<file path="src/rtl/clock_ctrl_pkg.sv">
// ---------------------------------------------------------------------------
// clock_ctrl_pkg
//   Shared types and constants for the HH:MM:SS time-of-day controller.
//   - state_e : set-mode FSM encoding; edit_sel carries the low SEL_W bits
//               of this encoding straight to the display.
//   - SS_W/MM_W/HH_W : binary field widths.
//   - SEC_MAX/MIN_MAX : last legal value of the seconds/minutes fields.
//   - SEL_W : edit_sel width (3 when CLOCK_CTRL_ALARM_EN is defined, else 2).
//   Configuration macro: CLOCK_CTRL_ALARM_EN
// ---------------------------------------------------------------------------
package clock_ctrl_pkg;

    typedef enum logic [2:0] {
        RUN    = 3'd0,
        SET_HH = 3'd1,
        SET_MM = 3'd2,
        SET_SS = 3'd3,
        SET_AH = 3'd4,
        SET_AM = 3'd5
    } state_e;

    localparam int SS_W = 7;
    localparam int MM_W = 6;
    localparam int HH_W = 5;

    localparam logic [SS_W-1:0] SEC_MAX = 7'd59;
    localparam logic [MM_W-1:0] MIN_MAX = 6'd59;

`ifdef CLOCK_CTRL_ALARM_EN
    localparam int SEL_W = 3;
`else
    localparam int SEL_W = 2;
`endif

endpackage

</file>
<file path="src/rtl/tick_prescaler.sv">
// ---------------------------------------------------------------------------
// tick_prescaler
//   Divides clk down to a one-cycle tick every TICK_DIV cycles while run=1.
//   While run=0 the count is held at 0, so the first tick after run rises
//   arrives exactly TICK_DIV cycles later.
//   Ports:
//     clk   in  system clock, rising edge
//     rst_n in  asynchronous active-low reset (count -> 0)
//     run   in  enable counting; 0 forces the count to 0
//     tick  out combinational, high in the last cycle of each period
// ---------------------------------------------------------------------------
module tick_prescaler #(
    parameter int TICK_DIV = 50_000_000
) (
    input  logic clk,
    input  logic rst_n,
    input  logic run,
    output logic tick
);

    localparam int CNT_W = (TICK_DIV > 2) ? $clog2(TICK_DIV) : 1;
    localparam logic [CNT_W-1:0] CNT_LAST = CNT_W'(TICK_DIV - 1);

    logic [CNT_W-1:0] cnt_q;

    assign tick = run && (cnt_q == CNT_LAST);

    always_ff @(posedge clk or negedge rst_n) begin
        if (!rst_n) begin
            cnt_q <= '0;
        end else if (!run || (cnt_q == CNT_LAST)) begin
            cnt_q <= '0;
        end else begin
            cnt_q <= cnt_q + CNT_W'(1);
        end
    end

endmodule

</file>
<file path="src/rtl/clock_time_controller.sv">
// ---------------------------------------------------------------------------
// clock_time_controller
//   Time-of-day sequencer: advances binary ss/mm/hh once per second in RUN
//   and runs a button-driven set-mode FSM for editing each field.
//   Ports:
//     clk       in   system clock, rising edge
//     rst_n     in   asynchronous active-low reset
//     mode_btn  in   1-cycle pulse, step to the next edit mode (wins over inc)
//     inc_btn   in   1-cycle pulse, increment the selected field (SET only)
//     ss/mm/hh  out  binary time fields
//     edit_sel  out  current FSM state encoding (0=run, 1=hh, 2=mm, 3=ss,
//                    4=alarm hh, 5=alarm mm)
//     sec_tick  out  registered pulse in the cycle ss has just advanced
//     alarm_arm in   (alarm build) level, enables alarm_out
//     alarm_out out  (alarm build) high for the whole matching minute in RUN
//   Configuration macro: CLOCK_CTRL_ALARM_EN adds the alarm fields, two extra
//   FSM states, and the alarm ports.
// ---------------------------------------------------------------------------
module clock_time_controller
    import clock_ctrl_pkg::*;
#(
    parameter int TICK_DIV = 50_000_000,
    parameter int HOUR_MAX = 24
) (
    input  logic             clk,
    input  logic             rst_n,
    input  logic             mode_btn,
    input  logic             inc_btn,
`ifdef CLOCK_CTRL_ALARM_EN
    input  logic             alarm_arm,
    output logic             alarm_out,
`endif
    output logic [SS_W-1:0]  ss,
    output logic [MM_W-1:0]  mm,
    output logic [HH_W-1:0]  hh,
    output logic [SEL_W-1:0] edit_sel,
    output logic             sec_tick
);

    localparam logic [HH_W-1:0] HOUR_LAST = HH_W'(HOUR_MAX - 1);

    state_e          state_q, state_d;
    logic [SS_W-1:0] ss_q, ss_d, ss_inc;
    logic [MM_W-1:0] mm_q, mm_d, mm_inc;
    logic [HH_W-1:0] hh_q, hh_d, hh_inc;
    logic            sec_tick_q, sec_tick_d;
    logic            tick;

`ifdef CLOCK_CTRL_ALARM_EN
    logic [HH_W-1:0] alarm_hh_q, alarm_hh_d, alarm_hh_inc;
    logic [MM_W-1:0] alarm_mm_q, alarm_mm_d, alarm_mm_inc;
`endif

    // Prescaler only runs in RUN; entering RUN from a SET state therefore
    // always starts a fresh full second.
    tick_prescaler #(
        .TICK_DIV (TICK_DIV)
    ) u_tick_prescaler (
        .clk   (clk),
        .rst_n (rst_n),
        .run   (state_q == RUN),
        .tick  (tick)
    );

    // Wrapping increments shared by the RUN carry chain and the SET editors.
    assign ss_inc = (ss_q == SEC_MAX)   ? '0 : ss_q + SS_W'(1);
    assign mm_inc = (mm_q == MIN_MAX)   ? '0 : mm_q + MM_W'(1);
    assign hh_inc = (hh_q == HOUR_LAST) ? '0 : hh_q + HH_W'(1);

`ifdef CLOCK_CTRL_ALARM_EN
    assign alarm_hh_inc = (alarm_hh_q == HOUR_LAST) ? '0 : alarm_hh_q + HH_W'(1);
    assign alarm_mm_inc = (alarm_mm_q == MIN_MAX)   ? '0 : alarm_mm_q + MM_W'(1);
`endif

    // Next-state and field updates. tick is only ever high in RUN, so the
    // time advance and a simultaneous mode step can both take effect.
    always_comb begin
        state_d    = state_q;
        ss_d       = ss_q;
        mm_d       = mm_q;
        hh_d       = hh_q;
        sec_tick_d = 1'b0;
`ifdef CLOCK_CTRL_ALARM_EN
        alarm_hh_d = alarm_hh_q;
        alarm_mm_d = alarm_mm_q;
`endif

        if (tick) begin
            sec_tick_d = 1'b1;
            ss_d       = ss_inc;
            if (ss_q == SEC_MAX) begin
                mm_d = mm_inc;
                if (mm_q == MIN_MAX) begin
                    hh_d = hh_inc;
                end
            end
        end

        if (mode_btn) begin
            case (state_q)
                RUN:     state_d = SET_HH;
                SET_HH:  state_d = SET_MM;
                SET_MM:  state_d = SET_SS;
`ifdef CLOCK_CTRL_ALARM_EN
                SET_SS:  state_d = SET_AH;
`else
                SET_SS:  state_d = RUN;
`endif
                SET_AH:  state_d = SET_AM;
                SET_AM:  state_d = RUN;
                default: state_d = RUN;
            endcase
        end else if (inc_btn) begin
            // Editing touches one field only: no carries.
            case (state_q)
                SET_HH:  hh_d = hh_inc;
                SET_MM:  mm_d = mm_inc;
                SET_SS:  ss_d = ss_inc;
`ifdef CLOCK_CTRL_ALARM_EN
                SET_AH:  alarm_hh_d = alarm_hh_inc;
                SET_AM:  alarm_mm_d = alarm_mm_inc;
`endif
                default: ;
            endcase
        end
    end

    always_ff @(posedge clk or negedge rst_n) begin
        if (!rst_n) begin
            state_q    <= RUN;
            ss_q       <= '0;
            mm_q       <= '0;
            hh_q       <= '0;
            sec_tick_q <= 1'b0;
        end else begin
            state_q    <= state_d;
            ss_q       <= ss_d;
            mm_q       <= mm_d;
            hh_q       <= hh_d;
            sec_tick_q <= sec_tick_d;
        end
    end

`ifdef CLOCK_CTRL_ALARM_EN
    always_ff @(posedge clk or negedge rst_n) begin
        if (!rst_n) begin
            alarm_hh_q <= '0;
            alarm_mm_q <= '0;
        end else begin
            alarm_hh_q <= alarm_hh_d;
            alarm_mm_q <= alarm_mm_d;
        end
    end

    assign alarm_out = alarm_arm && (state_q == RUN) &&
                       (hh_q == alarm_hh_q) && (mm_q == alarm_mm_q);
`endif

    assign ss       = ss_q;
    assign mm       = mm_q;
    assign hh       = hh_q;
    assign edit_sel = state_q[SEL_W-1:0];
    assign sec_tick = sec_tick_q;

endmodule

</file>
<file path="config.mk">
export PLATFORM = sky130hd
export DESIGN_NAME = clock_time_controller
export DESIGN_NICKNAME = d
export VERILOG_FILES = /design/src/rtl/clock_ctrl_pkg.sv /design/src/rtl/tick_prescaler.sv /design/src/rtl/clock_time_controller.sv
export SDC_FILE = /design/constraint.sdc
export NUM_CORES = 1
export LEC_CHECK = 0
export ABC_AREA = 1
export BUFFER_PORTS_ARGS = -buffer_cell sky130_fd_sc_hd__buf_2
export CAP_MARGIN = 0
export CORE_MARGIN = 5
export CORE_UTILIZATION = 55
export DETAILED_ROUTE_END_ITERATION = 12
export PLACE_DENSITY = 0.75
export SLEW_MARGIN = 25
export SYNTH_ARGS = -nofsm -noshare
export SYNTH_HDL_FRONTEND = slang
export SYNTH_SLANG_ARGS = --single-unit
export TNS_END_PERCENT = 5
</file>
<file path="constraint.sdc">
create_clock -name clk -period 4.87 [get_ports clk]
set_clock_uncertainty 0.1 [all_clocks]
set_input_delay 0.7305 -clock clk [delete_from_list [all_inputs] [get_ports clk]]
set_output_delay 0.7305 -clock clk [all_outputs]
set_load 0.03 [all_outputs]
</file>
# --- Word level (Yosys, flattened, before mapping) ---
# Cells that the tools add are included.
classes:
  n_addsub: 4
  n_eq_ne: 8
  n_mux: 21
  n_reduce_logical: 4
op_table:
  columns: ["cell", "count"]
  rows:
  - ["2-to-1 mux 6 bit", 6]
  - ["2-to-1 mux 5 bit", 7]
  - ["2-to-1 mux 7 bit", 5]
  - ["adder 26 x 1 -> 26 bit (second input constant)", 1]
  - ["== test 26 bit (second input constant)", 1]
  - ["2-to-1 mux 26 bit", 1]
  - ["case mux 3 bit (4 select lines)", 1]
  - ["adder 7 x 1 -> 7 bit (second input constant)", 1]
  - ["== test 7 x 6 -> 1 bit (second input constant)", 1]
  - ["adder 6 x 1 -> 6 bit (second input constant)", 1]
  - ["== test 3 x 2 -> 1 bit (second input constant)", 2]
  - ["== test 6 bit (second input constant)", 1]
  - ["adder 5 x 1 -> 5 bit (second input constant)", 1]
  - ["== test 5 bit (second input constant)", 1]
  - ["== test 3 x 1 -> 1 bit (second input constant)", 1]
  - ["== test 3 bit (second input constant)", 1]
  - ["logical NOT 3 bit", 1]
  - ["logical AND 1 bit", 1]
  - ["logical NOT 1 bit", 1]
  - ["logical OR 1 bit", 1]
  - ["2-to-1 mux 1 bit", 1]
totals:
  regBits: 48
  inputBits: 4
  out_inout_bits: 21
  word_cells: 43

# --- Logic depth before layout (Yosys ltp) ---
depth:
  depth_word: 8
  depth_mapped: 11
  depth_no_buf: 11

# --- Hierarchy ---
# A second synthesis with hierarchy kept.
unflattened:
  hier_cells: 387
  hier_area_um2: 2837.7
by_module_without_submodules:
  columns: ["mod", "n_inst", "cells_each", "area_per_inst_um2", "seq_area_each_um2"]
  rows:
  - ["tick_prescaler", 1, 228, 1622.8, 650.6]
  - ["clock_time_controller", 1, 159, 1214.9, 550.5]

# --- Worst setup path after synthesis ---
# OpenSTA, ideal clock, no wires.
synth_path:
  path_type: "register -> register"
  from: "register mm_q[0] (netlist: mm[0])"
  to: "register hh_q[2] (netlist: hh[2])"
  setup_ns: 0.113
  t_arrival_ns: 1.691
  required_ns: 4.657
  path_slack_ns: 2.966
  path_stages_with_launch: 11
  path_buffers: 0
  period_less_slack_ns: 1.904
  path_cell_list: "dfrtp_1 > ha_1 > inv_1 > nor2_1 > nand2_1 > nor2_1 > nand4_4 > nand2_4 > nand3_1 > nand2_1 > inv_1"
synth_between:
  elab_chain_cells: 7
synth_rtl:
  columns: ["item", "line_no", "rtl"]
  rows:
  - ["start: declaration", "clock_time_controller.sv:44", "logic [MM_W-1:0] mm_q, mm_d, mm_inc;"]
  - ["start signal: assignment", "clock_time_controller.sv:138", "mm_q <= mm_d;"]
  - ["== test 6 bit *", "clock_time_controller.sv:93", "if (mm_q == MIN_MAX) begin"]
  - ["2-to-1 mux 5 bit *", "clock_time_controller.sv:93", null]
  - ["2-to-1 mux 5 bit *", "clock_time_controller.sv:91", "if (ss_q == SEC_MAX) begin"]
  - ["2-to-1 mux 5 bit *", "clock_time_controller.sv:88", "if (tick) begin"]
  - ["2-to-1 mux 5 bit", "clock_time_controller.sv:115", "case (state_q)"]
  - ["2-to-1 mux 5 bit", "clock_time_controller.sv:113", "end else if (inc_btn) begin"]
  - ["2-to-1 mux 5 bit *", "clock_time_controller.sv:99", "if (mode_btn) begin"]
  - ["net hh_d[2]", "clock_time_controller.sv:45", "logic [HH_W-1:0] hh_q, hh_d, hh_inc;"]
  - ["end signal: assignment", "clock_time_controller.sv:139", "hh_q <= hh_d;"]
  - ["end: declaration", "clock_time_controller.sv:45", null]
# Mark *: on every way through the listed nets, which the timed path passes. The rest lies on a longest branch.
# A chain may end at the register's enable or synchronous reset.

# --- Worst setup path in the final report ---
layout_path:
  from: "register state_q[1]"
  to: "register u_tick_prescaler.cnt_q[3]"
layout_between:
  elab_chain_cells: 4
layout_rtl:
  columns: ["item", "line_no", "rtl"]
  rows:
  - ["start: declaration", "clock_time_controller.sv:42", "state_e state_q, state_d;"]
  - ["start signal: assignment", "clock_time_controller.sv:136", "state_q <= state_d;"]
  - ["logical NOT 3 bit", "clock_time_controller.sv:61", ".run (state_q == RUN),"]
  - ["logical NOT 1 bit", "tick_prescaler.sv:31", "end else if (!run || (cnt_q == CNT_LAST)) begin"]
  - ["logical OR 1 bit", "tick_prescaler.sv:31", null]
  - ["2-to-1 mux 26 bit", "tick_prescaler.sv:31", null]
  - ["end signal: assignment", "tick_prescaler.sv:34", "cnt_q <= cnt_q + CNT_W'(1);"]
  - ["end: declaration", "tick_prescaler.sv:24", "logic [CNT_W-1:0] cnt_q;"]
# No other way between the ends.

==> impl_metrics.ini <==
[outcome]
status = complete, no violations

[hold_path]
min_path_type = primary input to asynchronous set/reset pin

[global_route]
grt_pass1_wl_mm = 9.56
grt_pass1_vias = 2153
grt.overflow.total = 0
antenna_found_initial = 0
grt_max_degree = 49
grtUsageTotal_pct = 18.7

[job]
cap_violations = 0

[clocking]
post_cts_resized = 0
cts_tree = yes
clockBufferDepth = 2
cts_max_level = 2
hold_buffers = 0
cts_setup_buffers = 0
cts-buffers-inserted = 5
cts.sinks = 48
clk_pin_slew_ns = 0.09
clkLatencyLatePin_ns = 0.30
clockRootBuffer = clkbuf_8

[timing]
min_period_ns = 1.92
hold_viol_final = 0
post-route-period-util_pct = 39.3
relSlewSlack_pct = 59.7
max_freq_mhz = 522
fin_tns_setup_ns = 0
finalSetupViolCount = 0
fin_ws_ns = 2.95
rsz0062_at_grt = false
finalMaxSlewViolations = 0
worst_pin_slew_ns = 0.604

[detailed_routing]
via_per_inst = 5.09
routed_wl_mm = 5.37
drtAntennaViolNets = 0
vias = 2212
drcViolationCount = 0
dr.pass1.iters = 4
wl_per_cell_um = 12.3
detail_route.iter0.violations = 103

[critical_path]
crit_path_cell_trace = inv_1 > nand2_1 > nor2_1 > nand2_2 > nor3b_1
cp_slowest_cell = dfrtp_1
reg2reg_slack_ns = 2.95
required_ns = 4.98
critPathTopFamily = simple AND/OR/NAND/NOR gates
path_max_fanout = 26
worstReg2RegStart = state_q[1]
cpPeakStageDelay_ns = 0.43
crit_arrival_ns = 2.03
cp_num_buf_inv = 1
worstSetupStartpoint = state_q[1]
critPathKind = flip-flop to flip-flop
cp-start-kind = flip-flop
end_kind = flip-flop

[yosys]
avgSynthCellArea_um2 = 8.14
synthTopCellsByCount = 71 x nand2_1, 57 x nor2_1, 48 x dfrtp_1
netlist_instances = 340
synth_seq_cells = 48
syn_area_um2 = 2770
synth_top_area_share_pct = 43.4
synth_ff_type = dfrtp_1
synth.distinct_cells = 30
yosysSeqAreaShare_pct = 43.4
ys_warn_count = 0
synthTopCellsByArea = dfrtp_1 43%, nand2_1 9.6%, nor2_1 7.7%
synth_edf_count = 0
yosysMostFrequentCell = nand2_1
synth_top_area_cell = dfrtp_1
synthArstFlopShare_pct = 100
synth_fp_nets = 348

[power_and_ir_drop]
switchingPower_mw = 0.410
vdd_drop_max_mv = 0.205
cellPowerDensity_nw_per_um2 = 354
p_leak_nw = 1.33
pwr-share-comb_pct = 29.0
clkPwrFrac_pct = 23.1
internal_power_mw = 0.664
p_seq_share_pct = 47.9
sw_frac_of_total_pct = 38.2

[cells_and_area]
finalNetCount = 375
instances_no_fill = 435
drive_gt1_share_pct = 16.8
antennaDiodeCount = 0
area_growth_pct = 9.49

[floorplan]
die_x_um = 81.0
core_um2 = 4820
initial_core_util_pct = 57.5
dieHeight_um = 81.0
dieArea_um2 = 6550
io_pins = 25
rows = 25

[placement]
hpwl_mm = 3.97
numPortBuffers = 24
pre_cts_ws_ns = 2.96
gp_congestion = 0.935
dpl.cell_count = 427
[routing by layer]
layer	global-route usage [%]	vias to the layer above	wire (µm)
met2	29.7	40	2460
met1	25.1	1025	2600
li1	-	1140	-
met3	3.99	7	239
met4	6.76	0	71
met5	0	-	0
[logic make-up (layout without fill, tap and decap cells)]
group,after synthesis,count (layout),synth area share [%]
compound gates,22,22,4.88
flops,48,48,43.4
simple gates,196,196,34.9
buf+inv,44,72,6.78
xor+xnor,25,25,7.91
fa+ha+maj,4,4,1.81
mux,1,1,0.362
[path summary, 6_finish.rpt]
path	to	cells after the start
max in group asynchronous	u_tick_prescaler.cnt_q[25]	1
setup / recovery	u_tick_prescaler.cnt_q[3]	5
hold / removal	u_tick_prescaler.cnt_q[23]	1
min in group clk	u_tick_prescaler.cnt_q[0]	1
hold reg to reg	u_tick_prescaler.cnt_q[0]	1
setup reg to reg	u_tick_prescaler.cnt_q[3]	5
[through the flow]
stage | power (mW) | cell area, µm² | util [%] | hold WS [ns]
detailed placement | 0.838 | 2940 | 61.0 | 0.379
global route | 1.15 | 3030 | 62.9 | 0.378
global placement | 0.831 | 2940 | 60.9 | 0.368
CTS | 1.09 | 3030 | 62.9 | 0.353
floorplan | 0.754 | 2770 | - | 0.335
finish | 1.07 | 3030 | 62.9 | 0.317
[power by group through the flow]
stage                     clock network (mW)  registers (mW)  logic [mW]
after floorplan                            0           0.602       0.152
after global placement                     0           0.520       0.311
after detailed placement                   0           0.523       0.315
after CTS                              0.256           0.515       0.316
after global routing                   0.274           0.527       0.350
final                                  0.248           0.515       0.311
[layout by cell type (no fill, tap or decap), types with 2 or more instances in the layout]
cell and instances:
nand2_1 71, nor2_1 57, dfrtp_1 48, inv_1 38, buf_2 23, nand3_1 20, xor2_1 15, nor3_1 12
nand4_1 10, xnor2_1 10, o21ai_0 8, clkbuf_8 6, nand2_2 5, a21oi_1 5, nand2_4 5, o21ai_2 5
nor3_2 4, ha_1 4, nor2_4 3, o22ai_1 3, nand3_2 2, inv_2 2, nor3b_1 2
[sequential cells by signal, summed over array words and instances (netlist names)]
name,flops
hh,5
mm,6
ss,7
sec_tick,1
state_q,3
u_tick_prescaler.cnt_q,26
[area by class of cell]
| cell class | instances | area (µm²) |
|---|---|---|
| Tap cell | 67 | 83.8 |
| Timing Repair Buffer | 24 | 123 |
| Clock buffer | 7 | 86.3 |
| Fill cell | 438 | 1790 |
| Inverter | 40 | 150 |
| Sequential cell | 48 | 1200 |
| Clock inverter | 1 | 7.51 |
| Multi-Input combinational cell | 248 | 1380 |
Note: power is estimated with default switching activity, not from simulation.
